[config.mk]
export PLATFORM = sky130hd
export DESIGN_NAME = dj8v_sar_adc_ctrl
export DESIGN_NICKNAME = d
export VERILOG_FILES = /design/src/rtl/dj8v_adc_pkg.sv /design/src/rtl/dj8v_cmp_sync.sv /design/src/rtl/dj8v_sar_adc_ctrl.sv
export SDC_FILE = /design/constraint.sdc
export NUM_CORES = 1
export LEC_CHECK = 0
export ABC_AREA = 1
export BUFFER_PORTS_ARGS = -buffer_cell sky130_fd_sc_hd__buf_2
export CORE_ASPECT_RATIO = 0.9
export CORE_MARGIN = 5
export CORE_UTILIZATION = 55
export CTS_BUF_LIST = sky130_fd_sc_hd__clkbuf_8
export DETAILED_ROUTE_END_ITERATION = 10
export MAX_ROUTING_LAYER = met4
export PLACE_DENSITY_LB_ADDON = 0.1
export SYNTH_ARGS = -nofsm -noshare
export SYNTH_HDL_FRONTEND = slang
export SYNTH_SLANG_ARGS = --single-unit
export TNS_END_PERCENT = 30
[constraint.sdc]
create_clock -name clk -period 2.9 [get_ports clk]
set_input_delay 0.58 -clock clk [delete_from_list [all_inputs] [get_ports clk]]
set_output_delay 0.58 -clock clk [all_outputs]
set_load 0.01 [all_outputs]
[src/rtl/dj8v_adc_pkg.sv]
`timescale 1ns/1ps
`default_nettype none
// ============================================================================
//  Module   : dj8v_adc_pkg
//  Purpose  : Shared types and default constants for the dj8v SAR ADC path.
//  Contents : sar_state_e FSM encoding; default resolution, settle length
//             and comparator synchroniser depth.
//  Revision : 1.0 - initial release
// ============================================================================
package dj8v_adc_pkg;

    typedef enum logic [0:0] {
        IDLE = 1'b0,
        CONV = 1'b1
    } sar_state_e;

    localparam int c_DEFAULT_WIDTH         = 8;
    localparam int c_DEFAULT_SETTLE_CYCLES = 4;
    localparam int c_DEFAULT_SYNC_STAGES   = 2;

endpackage : dj8v_adc_pkg
`default_nettype wire

[src/rtl/dj8v_cmp_sync.sv]
`timescale 1ns/1ps
`default_nettype none
// ============================================================================
//  Module   : dj8v_cmp_sync
//  Purpose  : Multi-stage flip-flop synchroniser for the asynchronous
//             comparator output. All stages clear to 0 on reset.
//  Ports    : clk      in  system clock
//             rst      in  synchronous active-high reset
//             i_async  in  asynchronous input
//             o_sync   out synchronised copy, STAGES cycles late
//  Revision : 1.0 - initial release
// ============================================================================
module dj8v_cmp_sync #(
    parameter int STAGES = 2
) (
    input  logic clk,
    input  logic rst,
    input  logic i_async,
    output logic o_sync
);

    logic [STAGES-1:0] sync_q;
    logic [STAGES-1:0] sync_d;

    // Shift toward the MSB; bit 0 is the metastability-exposed stage.
    always_comb begin
        sync_d = {sync_q[STAGES-2:0], i_async};
    end

    always_ff @(posedge clk) begin
        if (rst) begin
            sync_q <= '0;
        end else begin
            sync_q <= sync_d;
        end
    end

    assign o_sync = sync_q[STAGES-1];

endmodule : dj8v_cmp_sync
`default_nettype wire

[src/rtl/dj8v_sar_adc_ctrl.sv]
`timescale 1ns/1ps
`default_nettype none
// ============================================================================
//  Module   : dj8v_sar_adc_ctrl
//  Purpose  : Successive-approximation ADC controller. Drives trial codes on
//             the R2R ladder, reads the synchronised comparator and resolves
//             one bit per step, MSB first.
//  Ports    : clk       in  system clock
//             rst       in  synchronous active-high reset
//             start     in  single-cycle conversion request (ignored when busy)
//             cont      in  1 = restart automatically after each conversion
//             cmp_in    in  comparator output (Vin >= Vdac), asynchronous
//             dac_code  out registered code to the R2R ladder
//             busy      out conversion in progress
//             valid     out one-cycle pulse, result updated this cycle
//             result    out last completed conversion
//  Revision : 1.0 - initial release
// ============================================================================
module dj8v_sar_adc_ctrl
    import dj8v_adc_pkg::*;
#(
    parameter int WIDTH         = c_DEFAULT_WIDTH,
    parameter int SETTLE_CYCLES = c_DEFAULT_SETTLE_CYCLES,
    parameter int SYNC_STAGES   = c_DEFAULT_SYNC_STAGES
) (
    input  logic             clk,
    input  logic             rst,
    input  logic             start,
    input  logic             cont,
    input  logic             cmp_in,
    output logic [WIDTH-1:0] dac_code,
    output logic             busy,
    output logic             valid,
    output logic [WIDTH-1:0] result
);

    // Each trial code must cover ladder settling plus the synchroniser delay
    // so the decision sees the comparator response to the current code.
    localparam int STEP_CYCLES = SETTLE_CYCLES + SYNC_STAGES;
    localparam int CNT_W       = $clog2(STEP_CYCLES + 1);
    localparam int IDX_W       = (WIDTH > 1) ? $clog2(WIDTH) : 1;

    localparam logic [CNT_W-1:0] c_STEP_RELOAD = CNT_W'(STEP_CYCLES - 1);
    localparam logic [IDX_W-1:0] c_IDX_MSB     = IDX_W'(WIDTH - 1);
    localparam logic [WIDTH-1:0] c_MSB_TRIAL   = WIDTH'(1) << (WIDTH - 1);

    sar_state_e       state_q,  state_d;
    logic [IDX_W-1:0] idx_q,    idx_d;
    logic [CNT_W-1:0] cnt_q,    cnt_d;
    logic [WIDTH-1:0] dac_q,    dac_d;
    logic [WIDTH-1:0] result_q, result_d;
    logic             busy_q,   busy_d;
    logic             valid_q,  valid_d;

    logic             w_cmp_sync;
    logic             w_restart;
    logic [WIDTH-1:0] w_committed;

    dj8v_cmp_sync #(
        .STAGES (SYNC_STAGES)
    ) u_cmp_sync (
        .clk     (clk),
        .rst     (rst),
        .i_async (cmp_in),
        .o_sync  (w_cmp_sync)
    );

    assign w_restart = start | cont;

    // Current code with the bit under test replaced by the comparator verdict.
    always_comb begin
        w_committed        = dac_q;
        w_committed[idx_q] = w_cmp_sync;
    end

    always_comb begin
        state_d  = state_q;
        idx_d    = idx_q;
        cnt_d    = cnt_q;
        dac_d    = dac_q;
        result_d = result_q;
        busy_d   = busy_q;
        valid_d  = 1'b0;

        case (state_q)
            IDLE: begin
                dac_d = result_q;
                if (w_restart) begin
                    state_d = CONV;
                    busy_d  = 1'b1;
                    idx_d   = c_IDX_MSB;
                    dac_d   = c_MSB_TRIAL;
                    cnt_d   = c_STEP_RELOAD;
                end
            end
            CONV: begin
                if (cnt_q != '0) begin
                    cnt_d = cnt_q - CNT_W'(1);
                end else if (idx_q != '0) begin
                    idx_d = idx_q - IDX_W'(1);
                    dac_d = w_committed | (WIDTH'(1) << (idx_q - IDX_W'(1)));
                    cnt_d = c_STEP_RELOAD;
                end else begin
                    result_d = w_committed;
                    valid_d  = 1'b1;
                    if (w_restart) begin
                        // Back-to-back conversion: no idle cycle in between.
                        idx_d = c_IDX_MSB;
                        dac_d = c_MSB_TRIAL;
                        cnt_d = c_STEP_RELOAD;
                    end else begin
                        state_d = IDLE;
                        busy_d  = 1'b0;
                        dac_d   = w_committed;
                    end
                end
            end
            default: begin
                state_d = IDLE;
                busy_d  = 1'b0;
            end
        endcase
    end

    always_ff @(posedge clk) begin
        if (rst) begin
            state_q  <= IDLE;
            idx_q    <= c_IDX_MSB;
            cnt_q    <= '0;
            dac_q    <= '0;
            result_q <= '0;
            busy_q   <= 1'b0;
            valid_q  <= 1'b0;
        end else begin
            state_q  <= state_d;
            idx_q    <= idx_d;
            cnt_q    <= cnt_d;
            dac_q    <= dac_d;
            result_q <= result_d;
            busy_q   <= busy_d;
            valid_q  <= valid_d;
        end
    end

    assign dac_code = dac_q;
    assign busy     = busy_q;
    assign valid    = valid_q;
    assign result   = result_q;

endmodule : dj8v_sar_adc_ctrl
`default_nettype wire

== Word-level counts from Yosys, hierarchy flattened ==
Cells that the tools add are included.
Operators by class
  bitwise logic cells: 5
  reductions and logical operators: 6
  divide/modulo/power cells: 0
  shift-type cells: 1
  muxes and demuxes: 26
  multipliers: 0
  $add $sub $neg: 2
  $lt $le $gt $ge: 2
  equality and inequality tests: 4
Operators by type and width (number)
  $mux W8: 4
  $mux W3: 6
  $pmux W8 S2: 1
  $pmux W3 S2: 2
  $mux W1: 9
  $bwmux W8: 1
  $ne A2 B2 Y1 const B: 4
  $or A8 B8 Y8: 1
  $shl A1 B3 Y8 const A: 1
  $reduce_bool A3 Y1: 2
  $sub A3 B1 Y3 const B: 2
  $lt A3 B4 Y1 const B: 1
  $pmux W1 S2: 2
  $reduce_and A4 Y1: 1
  $demux W1 S3: 1
  $ge A3 B1 Y1 const B: 1
  $not A1 Y1: 3
  $reduce_and A3 Y1: 1
  $reduce_or A3 Y1: 1
  $logic_and A1 B1 Y1: 1
  $or A1 B1 Y1: 1
Word-level totals
  bits in writable memories: 0
  register bits: 27
  output and inout port bits: 18
  bits of input ports: 5
  memories kept: 0
  bits in latches: 0
  memory bits (read-only): 0

== Longest topological paths before layout ==
Gate-level depths: netlist of run 1.
  depth in word-level cells: 9
  gate-level depth with buffers: 11
  gate-level depth less buffers: 10

== Hierarchy ==
A second synthesis of run 1 with hierarchy kept.
Unflattened totals
  cell total of the unflattened synthesis: 237
  area total of the unflattened synthesis: 1592.8 um^2
Modules (own cells, without submodules)
  dj8v_sar_adc_ctrl: times used 1, area an instance 1537.7 um^2, cells each 231, sequential area each 500.5 um^2
  dj8v_cmp_sync: times used 1, area an instance 55.1 um^2, cells each 6, sequential area each 40.0 um^2

== Worst setup path before layout of run 1 ==
No wires, ideal clock.
  path kind: register to register
  from: register idx_q[0]
  to: register dac_q[1], in the netlist dac_code[1]
  cell stages (with the launch flop): 11
  path slack: 1.383 ns
  arrival: 1.389 ns
  required time: 2.772 ns
  library setup time: 0.128 ns
  cell sequence: dfxtp_1 -> buf_2 -> inv_2 -> ha_1 -> inv_2 -> nor2_4 -> nand2_1 -> nand3_1 -> nand2_1 -> a21oi_1 -> nor2_1
On the way
  word-level cells in the longest chain between the ends: 9
  elaborated cells between the ends (all ways): 14
RTL lines
  start, declared: RTL line dj8v_sar_adc_ctrl.sv:48  | logic [IDX_W-1:0] idx_q, idx_d;
  start signal, assigned: RTL line dj8v_sar_adc_ctrl.sv:128  | idx_q <= c_IDX_MSB;
  start signal, assigned: RTL line dj8v_sar_adc_ctrl.sv:136  | idx_q <= idx_d;
  $lt A3 B4 Y1 (implied by the code) / $ge A3 B1 Y1 (equally long branches): RTL line dj8v_sar_adc_ctrl.sv:73  | w_committed[idx_q] = w_cmp_sync;
  $logic_and A1 B1 Y1 (implied by the code): RTL line dj8v_sar_adc_ctrl.sv:73
  $mux W1 (implied by the code): RTL line dj8v_sar_adc_ctrl.sv:73
  $demux W1 S3: RTL line dj8v_sar_adc_ctrl.sv:73
  $bwmux W8: RTL line dj8v_sar_adc_ctrl.sv:73
  $mux W8 / $or A8 B8 Y8 (equally long branches): RTL line dj8v_sar_adc_ctrl.sv:106, dj8v_sar_adc_ctrl.sv:101
  $mux W8 *: RTL line dj8v_sar_adc_ctrl.sv:99  | end else if (idx_q != '0) begin
  $mux W8 *: RTL line dj8v_sar_adc_ctrl.sv:97  | if (cnt_q != '0) begin
  $pmux W8 S2 *: RTL line dj8v_sar_adc_ctrl.sv:85  | case (state_q)
  end signal, assigned: RTL line dj8v_sar_adc_ctrl.sv:130  | dac_q <= '0;
  end signal, assigned: RTL line dj8v_sar_adc_ctrl.sv:138  | dac_q <= dac_d;
  end, declared: RTL line dj8v_sar_adc_ctrl.sv:50  | logic [WIDTH-1:0] dac_q, dac_d;
Every way passes the cells marked *; elsewhere a longest branch is shown, timed or not. The select of a mux whose other input is x is not followed.
A chain may end at the register's enable or synchronous reset.

== Worst setup path in the final report of run 1 ==
  from: register idx_q[0]
  to: register dac_q[0], in the netlist dac_code[0]
The elaborated chain is that of the path after synthesis.

==> results.txt, run 1 <==
status = completed
vias in the first global route = 1347
clk_lat worst skew = 280 ps
gpl congestion = 0.860
max cap viols = 0
nature of the critical path startpoint = flip-flop
Max transition margin = 66.3%
cell family with most CP delay = flip-flops
share of post-route cells with drive strength above 1 = 20.3%
GRT Total Usage = 20.5%
clock slew at reported path FFs = 100 ps
R2R Setup Slk = 1080 ps
ANT cells = 0
Worst-Margin Slew = 505 ps
Final TNS setup = 0 ps
# DRC = 0
Root Driver = clkbuf_8
Lkg Pwr = 0.836 nW
reg2reg start = idx_q[0]$_SDFFE_PP1P_
die area = 0.00398 sq mm
Final Setup Violations = 0
worst reg2reg endpoint = dac_code[0]$_SDFFE_PP0P_
worst-path fanout max = 10
row count = 18
Clock Tree Buf Depth = 2
Num Clock Sinks = 27
Slew Limit Fails = 0
fin cells = 286
most frequent cells in the layout = nand2_1, dfxtp_1, a21oi_1, inv_1, buf_2
Peak supply drop = 0.374 mV
Largest stage delay, worst path = 540 ps
TritonCTS clock tree = yes
Final Critical Period = 1820 ps
Crit path top cell by count = inv_2
Pwr per Cell Area = 450 mW/mm^2
Worst Path Required = 3120 ps
Hold Path Class = reg -> reg
sequential area share after synthesis = 34.9%
post-CTS setup buffer count = 0
setup ws final = 1080 ps
Area contributors post-synth = dfxtp_1, nand2_1, a21oi_1
Via density = 5.12
WL per Instance = 12.2 um
die width = 65.9 um
pre-CTS setup slack = 1130 ps
HPWL after detailed placement = 2.65 mm
filler instances = 277
most common cell after layout, fill and taps aside = nand2_1
Avg Inst Size Synth = 6.79 sq um
FF-to-FF path depth = 7
global-route wire length before repair = 6.06 mm
crit share post-route = 62.6%
vias = 1465
DRT Pass-1 Iters = 4
Initial Util = 56.8%
hold_sp = u_cmp_sync.sync_q[0]$_SDFF_PP0_
hold-critical path depth = 2
fin nets = 259
post-synth cell types = 24
I/O pin cnt = 23
Worst Path Arrival = 2030 ps
Post-CTS Hold Buffers = 0
grt ovf = 0
Yosys reg bits = 27
Crit path buffers/inverters = 2
area leader, netlist = dfxtp_1
P&R area growth vs syn = 10.2%
placed cell count = 282
Die Ht = 60.3 um
# resized after CTS = 0
Worst Setup End Kind = flip-flop
Synth warnings = 0
critical path type = reg -> reg
RSZ-0062 raised after global routing = no
post-synthesis instance area = 0.00155 sq mm
PortBufs = 22
CP max stage cell = dfxtp_1
syn_nets = 240
CP cell instances = inv_2 -> ha_1 -> inv_2 -> nor2_4 -> a21oi_1 -> nand2_1 -> a31oi_1
DRT antenna net count = 0
Post-Route Skew = 9.10 ps
top cell type's share of synthesized area = 34.9%
1st-iter DRT viols = 75
fmax = 551 MHz
cts bufs inserted = 3
initial antenna violation count = 0
H-tree depth = 1
hold worst-path end = u_cmp_sync.sync_q[1]$_SDFF_PP0_
routed wire length = 3.50 mm
pin count of the biggest net entering global routing = 18
power consumption = 0.768 mW
count of endpoints failing hold in the final timing report = 0
Placeable Area = 0.00273 sq mm
Post-Synthesis Cells = 228
-- power breakdown --
part | total (mW) | switching (mW) | internal [mW]
clock | 0.230 | 0.129 | 0.101
sequential | 0.407 | 0.0188 | 0.388
combinational | 0.131 | 0.0858 | 0.0451
-- registers in the layout (all words and copies together) (netlist names) --
signal	cells
valid	1
result	8
dac_code	8
cnt_q	3
busy	1
idx_q	3
u_cmp_sync.sync_q	2
state_q	1
-- how the worst max path moves through the flow --
stage,start,end,slack (ps),depth (start not counted)
final,idx_q[0]$_SDFFE_PP1P_,dac_code[0]$_SDFFE_PP0P_,1080,7
after global routing,idx_q[0]$_SDFFE_PP1P_,result[1]$_SDFFE_PP0P_,950,7
after CTS,idx_q[0]$_SDFFE_PP1P_,dac_code[0]$_SDFFE_PP0P_,1110,7
after detailed placement,idx_q[0]$_SDFFE_PP1P_,dac_code[0]$_SDFFE_PP0P_,1130,7
after global placement,idx_q[0]$_SDFFE_PP1P_,result[1]$_SDFFE_PP0P_,1190,7
after floorplan,idx_q[0]$_SDFFE_PP1P_,dac_code[1]$_SDFFE_PP0P_,1380,10
-- tightest hold or removal path, stage by stage (launching register included) --
cell,delay [ps]
dfxtp_1,310
inv_1,40
nor2_1,30
-- per-stage QoR --
| stage | utilization, % | hold WS, ps | instance area (sq um) |
|---|---|---|---|
| finish | 62.6 | 409 | 1710 |
| global route | 62.6 | 446 | 1710 |
| CTS | 62.6 | 414 | 1710 |
| detailed placement | 60.7 | 399 | 1660 |
| global placement | 60.7 | 392 | 1660 |
| floorplan | - | 388 | 1550 |
-- area by class of cell --
class | instances | area [sq um] | area share [%]
multi-input cells | 162 | 833 | 48.9
flip-flops and latches | 27 | 541 | 31.7
inverters | 31 | 121 | 7.12
repair buffers | 22 | 110 | 6.46
well taps | 40 | 50.0 | 2.93
clock buffers | 3 | 41.3 | 2.42
clock inverters | 1 | 8.76 | 0.514
-- routing by layer --
metal / global-route usage (%) / vias to the layer above / wire (um)
li1: - / 769 / -
met5: - / - / 0
met3: 4.51 / 6 / 178
met1: 27.1 / 654 / 1660
met2: 32.6 / 36 / 1610
met4: 3.55 / 0 / 46
-- cell usage after synthesis --
| cell | count |
|---|---|
| o211ai_1 | 1 |
| nand3_1 | 20 |
| buf_2 | 3 |
| ha_1 | 7 |
| or2_2 | 1 |
| a21oi_2 | 1 |
| o21ai_1 | 12 |
| a31oi_1 | 1 |
| a21oi_1 | 24 |
| inv_6 | 1 |
| nor2_4 | 4 |
| buf_6 | 2 |
| nand4_1 | 2 |
| inv_1 | 23 |
| o21ai_0 | 12 |
| inv_2 | 7 |
| nand2_2 | 5 |
| nand2_4 | 1 |
| nor2_1 | 16 |
| dfxtp_1 | 27 |
| clkbuf_1 | 2 |
| buf_4 | 1 |
| nor2_2 | 4 |
| nand2_1 | 51 |
-- cell families (layout without fill, tap and decap cells) --
group	Yosys count	in the layout	share of synthesized area [%]
AO/OA/AOI/OAI	51	51	17.0
buffers and inverters	39	57	11.2
AND/OR/NAND/NOR	104	104	31.2
flip-flops	27	27	34.9
adder cells (fa/ha/maj)	7	7	5.66
(Power assumes the default switching activity.)
==> run 2, diff against run 1 <==
Clock period 2.9 ns to 1.9 ns, I/O delays scaled along.
==> run 2 against run 1 <==
Net effect: wire length grew 1.1%; flip-flop and latch count is the same; highest routed layer unchanged; critical endpoint unchanged; non-clock buffer count grew 4; maximum frequency grew 17%; clock skew shrank 5.6 ps; worst hold slack lost 120 ps; final cell count grew 1.4%; sequential power grew 50%; clock power grew 50%; count of clock-buffer cells in the layout is the same.
==> results.txt, run 2 (same netlist as run 1, synthesis figures left out) <==
status = completed
die width = 65.9 um (unchanged)
ANT cells = 0 (unchanged)
fmax = 646 MHz (+17%)
vias in the first global route = 1359 (+0.89%)
TritonCTS clock tree = yes
Pwr per Cell Area = 674 mW/mm^2 (+50%)
Hold Path Class = in -> reg
placed cell count = 286 (+1.4%)
WL per Instance = 12.2 um (-0.34%)
Peak supply drop = 0.611 mV (+63%)
clock power share = 29.5% (-0.5 points)
clk_lat worst skew = 280 ps (about the same)
routed wire length = 3.54 mm (+1.1%)
Final TNS setup = 0 ps (unchanged)
filler instances = 265 (-4.3%)
Worst Setup End Kind = flip-flop
count of endpoints failing hold in the final timing report = 0 (unchanged)
gpl congestion = 0.928 (+7.9%)
global-route wire length before repair = 6.16 mm (+1.7%)
clock slew at reported path FFs = 100 ps (about the same)
Root Driver = clkbuf_8
nature of the critical path startpoint = flip-flop
Largest stage delay, worst path = 370 ps (-170 ps)
switching part of the total power = 30.3% (-0.15 points)
Worst Path Required = 2120 ps (-1000 ps)
RSZ-0062 raised after global routing = no
power consumption = 1.17 mW (+52%)
worst-path fanout max = 9 (-1)
final design utilization = 63.6% (+1.1 points)
# DRC = 0 (unchanged)
Clock Tree Buf Depth = 2 (unchanged)
Register Area = 541 sq um (unchanged)
Slew Limit Fails = 0 (unchanged)
R2R Setup Slk = 350 ps (-730 ps)
CP cell instances = inv_2 -> ha_1 -> inv_2 -> nor2_4 -> a21oi_1 -> nand2_1 -> a31oi_1
grt ovf = 0 (unchanged)
critical path type = reg -> reg
Via density = 5.11 (-0.23%)
H-tree depth = 1 (unchanged)
P&R area growth vs syn = 12.0%
pin count of the biggest net entering global routing = 18 (unchanged)
crit share post-route = 81.4% (+19 points)
# resized after CTS = 0 (unchanged)
most common cell after layout, fill and taps aside = nand2_1
Initial Util = 56.8% (unchanged)
Final Critical Period = 1550 ps (-269 ps)
PortBufs = 22 (unchanged)
Post-Route Skew = 3.53 ps (-5.56 ps)
GRT Total Usage = 20.7% (+0.23 points)
row count = 18 (unchanged)
share of post-route cells with drive strength above 1 = 21.6% (+1.3 points)
DRT antenna net count = 0 (unchanged)
cell-internal power = 0.815 mW (+53%)
Worst-Margin Slew = 540 ps (+35.3 ps)
DRT Pass-1 Iters = 4 (unchanged)
pre-CTS setup slack = 383 ps (-749 ps)
Multi-input gate area = 833 sq um (unchanged)
fin nets = 263 (+1.5%)
CP max stage cell = a21oi_1
die area = 0.00398 sq mm (unchanged)
dpl cell area = 0.00169 sq mm (+1.8%)
most frequent cells in the layout = nand2_1, dfxtp_1, a21oi_1, inv_1, buf_2
Placeable Area = 0.00273 sq mm (unchanged)
Crit path top cell by count = inv_2
Hold Slack = 293 ps (-115 ps)
cts bufs inserted = 3 (unchanged)
initial antenna violation count = 0 (unchanged)
Sw Pwr = 0.354 mW (+52%)
Die Ht = 60.3 um (unchanged)
setup ws final = 353 ps (-731 ps)
I/O pin cnt = 23 (unchanged)
Max transition margin = 64.0% (-2.4 points)
vias = 1482 (+1.2%)
HPWL after detailed placement = 2.71 mm (+2.5%)
max cap viols = 0 (unchanged)
post-CTS setup buffer count = 0 (unchanged)
Worst Path Arrival = 1760 ps (-270 ps)
combinational power share = 18.3% (+1.2 points)
Final Setup Violations = 0 (unchanged)
sequential share of power = 52.3% (-0.7 points)
1st-iter DRT viols = 67 (-11%)
Num Clock Sinks = 27 (unchanged)
fin cells = 290 (+1.4%)
Lkg Pwr = 0.850 nW (+1.7%)
Final Cell Area = 0.00173 sq mm (+1.7%)
Post-CTS Hold Buffers = 0 (unchanged)
## run 2: cell types whose count changed in the layout (fill, tap and decap cells not counted)
cell / change
buf_4: +4
clkinvlp_4: +1
inv_6: -1
## run 2: per-layer routing
layer	global-route usage (%)	wire, um	up-vias
met5	-	0	-
met4	4.73	16	0
met3	4.51	201	2
met2	30.0	1510	39
met1	29.4	1810	662
li1	-	-	779
## run 2: worst max-delay path: cells and delay by family, from the launching register on
family,cells,cell delay (ps)
adder cells (fa/ha/maj),1,280
flip-flops,1,350
buffers and inverters,2,190
AO/OA/AOI/OAI,2,500
AND/OR/NAND/NOR,2,160
## run 2: path summary, 6_finish.rpt
kind | cells after the start | end | from
min | 3 | u_cmp_sync.sync_q[0]$_SDFF_PP0_ | cmp_in
min reg2reg | 2 | u_cmp_sync.sync_q[1]$_SDFF_PP0_ | u_cmp_sync.sync_q[0]$_SDFF_PP0_
max reg2reg | 7 | dac_code[0]$_SDFFE_PP0P_ | idx_q[0]$_SDFFE_PP1P_
max | 7 | dac_code[0]$_SDFFE_PP0P_ | idx_q[0]$_SDFFE_PP1P_
## run 2: power by group through the flow
stage | sequential, mW | clock, mW | combinational, mW
finish | 0.611 | 0.345 | 0.214
global route | 0.615 | 0.371 | 0.244
CTS | 0.611 | 0.347 | 0.214
detailed placement | 0.624 | 0 | 0.213
global placement | 0.624 | 0 | 0.214
floorplan | 0.625 | 0 | 0.154
## run 2: cell type report
type / count / area share, %
Inverter: 31 / 7.00
Tap cell: 40 / 2.89
Clock inverter: 1 / 0.433
Sequential cell: 27 / 31.2
Timing Repair Buffer: 26 / 8.08
Multi-Input combinational cell: 162 / 48.1
Clock buffer: 3 / 2.38
